### src/rtl/b_to_bcd.sv
// 4-bit binary to 5-bit BCD converter: a combinational double-dabble network
// feeding one output register, so the result appears one cycle after b.
module b_to_bcd (
  input  logic       clk,
  input  logic       rst_n,
  input  logic [3:0] b,
  output logic [4:0] bcd
);

  logic [8:0] scratch;
  logic [4:0] bcd_next;

  // The scratch word holds {tens, ones, b}. Each pass moves one bit of b up
  // into the BCD field. The ones nibble is corrected before every shift after
  // the first. It is at most 7 when corrected, so the sum fits in 4 bits.
  always_comb begin
    scratch = {5'b0_0000, b};
    for (int i = 0; i < 4; i++) begin
      if ((i > 0) && (scratch[7:4] >= 4'd5))
        scratch[7:4] = scratch[7:4] + 4'd3;
      scratch = {scratch[7:0], 1'b0};
    end
    bcd_next = scratch[8:4];
  end

  always_ff @(posedge clk or negedge rst_n) begin
    if (!rst_n)
      bcd <= 5'b0_0000;
    else
      bcd <= bcd_next;
  end

endmodule

### config.mk
export PLATFORM = sky130hd
export DESIGN_NAME = b_to_bcd
export DESIGN_NICKNAME = d
export VERILOG_FILES = /design/src/rtl/b_to_bcd.sv
export SDC_FILE = /design/constraint.sdc
export NUM_CORES = 1
export LEC_CHECK = 0
export ABC_AREA = 1
export CAP_MARGIN = 20
export CORE_AREA = 8 8 45 47
export DETAILED_ROUTE_END_ITERATION = 10
export DIE_AREA = 0 0 53 55
export HOLD_SLACK_MARGIN = 0.1
export PLACE_DENSITY_LB_ADDON = 0.1
export SYNTH_ARGS = -nofsm -noshare
export SYNTH_HDL_FRONTEND = slang
export SYNTH_SLANG_ARGS = --single-unit
### constraint.sdc
create_clock -name clk -period 1.39 [get_ports clk]
set_clock_uncertainty 0.2 [all_clocks]
set_input_delay 0.2085 -clock clk [delete_from_list [all_inputs] [get_ports clk]]
set_output_delay 0.2085 -clock clk [all_outputs]
set_load 0.03 [all_outputs]
# After elaboration in Yosys (flattened, before gate mapping)
# Cells that the tools add are included.
# op_classes
add_sub_neg,1
multipliers,0
n_div,0
magnitude_cmp,1
n_eq_ne,0
shifts,0
n_mux,1
bitwise_logic,0
reduce_logical,0
# op_table
operator,n
$add A3 B2 Y4 const B,1
$mux W4,1
$ge A3 B3 Y1 const B,1
# word_totals
register_bits,5
latchBits,0
ramBits,0
romBits,0
output_inout_bits,5
wordCells,4
mem_count,0

# Logic depth before layout (Yosys ltp)
# logic_depth
word_depth,2
ltp_mapped,6
ltp_nobuf,6

# Worst setup path after synthesis
# Ideal clock, no wire load.
# synth_path
path_type,input -> register
startpoint,input port b[1]
endpoint,register bcd[2]
setup_ns,0.117
arrival_ns,0.630
setup_slack_ns,0.443
path_stages,5
path_buffers,0
path_cell_list,inv_1 -> ha_1 -> inv_1 -> nand3_1 -> nand2_1
# synth_via
elab_chain_cells,2
word_cells_on_any_way,3
cone_classes,add/sub: 1; order compare: 1; mux: 1
# synth_rtl
item,line,source
"start, declared",6,"input logic [3:0] b,"
$add A3 B2 Y4 or $ge A3 B3 Y1 (tied branches),"20, 19",
$mux W4 *,19,if ((i > 0) && (scratch[7:4] >= 4'd5))
named net bcd_next[2],11,logic [4:0] bcd_next;
"end signal, assigned",30,bcd <= bcd_next;
"end, declared",7,output logic [4:0] bcd
# Mark *: on every way through the listed nets, which the timed path passes. The rest lies on a longest branch.

# Final worst setup path
# layout_path
startpoint,input port b[2]
endpoint,register bcd[2]
# Same word-level chain as after synthesis.

==> flow_summary_export.csv <==
group,metric,value,unit
floorplanning,die_area,0.00292,mm²
routing,drt-vias-per-instance,3.37,
synth,synth_top_area_share,56.2,%
floorplanning,ios,11,
synth,avgSynthCellArea,9.68,µm²
routing,drc,0,
cells_and_area,reg_top3,"bcd: 5 flops",
critical_path,start_kind,"input port",
cells_and_area,antenna_cells,0,
synth,yosysSeqAreaShare,56.2,%
sta,final.setup.tns,0,ns
pwr,ir_worst_vdd,0.249,mV
critical_path,worstPathMaxFanout,3,
cts,htree_levels,1,
cells_and_area,largest_register_ff_count,5,
pwr,power.leakage,0.000216,µW
critical_path,arrival,1.16,ns
cells_and_area,area_growth,75.8,%
routing,wl_per_cell,7.82,µm
critical_path,cp.required,1.32,ns
cells_and_area,multi_input_area,75.1,µm²
place,place_inst,52,
cells_and_area,finish.utilization,28.3,%
global_route,grt_max_degree,6,
pwr,design_power_total,406,µW
place,place.detailed.hpwl,392,µm
synth,synth.distinct_cells,9,
global_route,grt_first_pass_wirelength,821,µm
synth,synth_nets,31,
floorplanning,die_h,55,µm
worst_hold_path,hold_class,"in -> reg",
floorplanning,fp.coreArea,0.00138,mm²
cts,root_buffer,"clkbuf_4",
routing,vias,192,
cts,path_clk_slew,0.04,ns
global_route,grt_pass1_vias,217,
routing,routed_wl,446,µm
sta,slew_headroom,85.5,%
place,port_buffers,10,
synth,yosys_warnings,0,
cells_and_area,layout_common_cells,"buf_4 (8), inv_1 (6), dfrtp_1 (5)",
floorplanning,fp-row-count,14,
cells_and_area,ff_latch_area,125,µm²
floorplanning,die_w,53,µm
routing,drt-initial-drc-count,2,
cells_and_area,fin_nets,50,
cells_and_area,regMostFlops,"bcd",
critical_path,cp_slowest_cell,"clkdlybuf4s50_1",
sta,fin_crit_sh,88.5,%
synth,synth_top_area_cell,"dfrtp_1",
routing,dr.pass1.iters,2,
critical_path,critPathKind,"in -> reg",
place,finalWeightedCongestion,0.636,
flow_run,max-cap-violations,0,
global_route,overflow,0,
synth,synth-seq-cells,5,
sta,slew_violations,0,
critical_path,cp_common_cell,"inv_1",
cells_and_area,finalNonFillerCells,57,
sta,fin_crit,1.23,ns
global_route,antenna_found_initial,0,
sta,worstMarginPinSlew,0.216,ns
cells_and_area,layout-drive-gt1-share,34.1,%
routing,antenna_left,0,
run_status,outcome,"finished clean",
cells_and_area,nFillCells,146,
sta,finalSetupViolCount,0,
sta,fmax,813,MHz
pwr,power_density,1040,mW/mm²
cts,numCtsBuffers,3,
cts,postCtsSetupBuffers,0,
cts,cts_sinks,5,
sta,hold_viol_final,0,
floorplanning,initial_utilization,16.1,%
synth,synth.area.top_cells,"dfrtp_1 (56%), ha_1 (11%), inv_1 (10%)",
critical_path,cp_slowest_stage_delay,0.47,ns
synth,synth.cell_area,223,µm²
cts,clock_path_buffers,2,
cts,cts_tree,"yes",
global_route,grt_usage,4.33,%
cells_and_area,layout_commonest_cell,"buf_4",
critical_path,worstSetupEndpointType,"register",
synth,netlist_instances,23,
sta,grt_setup_unrepaired,"no",
critical_path,cp_cell_sequence,"clkdlybuf4s50_1 -> inv_1 -> ha_1 -> inv_1 -> nand2_2 -> nand3_1 -> nand2_1",
## critical path: cells and delay by family
| family | cells | cell delay (ns) |
|---|---|---|
| fa+ha+maj | 1 | 0.17 |
| buf+inv | 3 | 0.59 |
| simple gates | 3 | 0.19 |
## layer usage
layer | GRT usage [%] | part of all wire, % | vias up
met1 | 3.23 | 38 | 80
met3 | 3.48 | 17 | 0
met5 | 0 | 0 | -
li1 | - | - | 103
met2 | 5.27 | 45 | 9
met4 | 7.76 | 0 | 0
## metrics by stage
step	hold slack, ns	setup WS (ns)	area [µm²]
2_1_floorplan	-0.287	0.443	223
3_3_place_gp	0.241	-0.196	353
3_5_place_dp	0.244	-0.186	353
4_1_cts	0.200	0.0706	389
5_1_grt	0.130	0.0910	392
6_report	0.108	0.159	392
## where the power goes
group | total [µW] | leakage, µW | switching, µW | internal (µW)
clock | 161 | 0.0000150 | 53.3 | 108
sequential | 159 | 0.0000614 | 2.36 | 156
combinational | 86.1 | 0.000139 | 46.2 | 39.9
total | 406 | 0.000216 | 102 | 304
## synthesized netlist by cell type
| library cell | number |
|---|---|
| nand3_1 | 2 |
| nor2_1 | 1 |
| nand2_1 | 4 |
| ha_1 | 2 |
| nand2_2 | 1 |
| dfrtp_1 | 5 |
| inv_1 | 6 |
| nor2_2 | 1 |
| a21oi_2 | 1 |
## area by class of cell
class | count | area share, %
Timing Repair Buffer | 14 | 31.3
Clock buffer | 4 | 6.71
Inverter | 6 | 5.75
Sequential cell | 5 | 31.9
Tap cell | 16 | 5.11
Multi-Input combinational cell | 12 | 19.2
## logic make-up after synthesis
group	after synthesis	share of synthesized area, %
AOI/OAI and AO/OA	1	3.93
and+or+nand+nor	9	18.5
DFF	5	56.2
buffers and inverters	6	10.1
adders and majority gates	2	11.2
## worst paths after layout
check                      startpoint  depth (start not counted)                to
setup / recovery                 b[2]                          7  bcd[2]$_DFF_PN0_
hold / removal                   b[1]                          3  bcd[1]$_DFF_PN0_
max in group asynchronous       rst_n                          2  bcd[1]$_DFF_PN0_
min in group asynchronous       rst_n                          2  bcd[2]$_DFF_PN0_
## repair_timing
item / CTS / global route
gates resized for setup: 0 / 1
setup endpoints to repair: 0 / 1
hold buffers: 1 / 0
endpoints found under the hold margin: 5 / 0
Note: power is estimated with default switching activity, not from simulation.
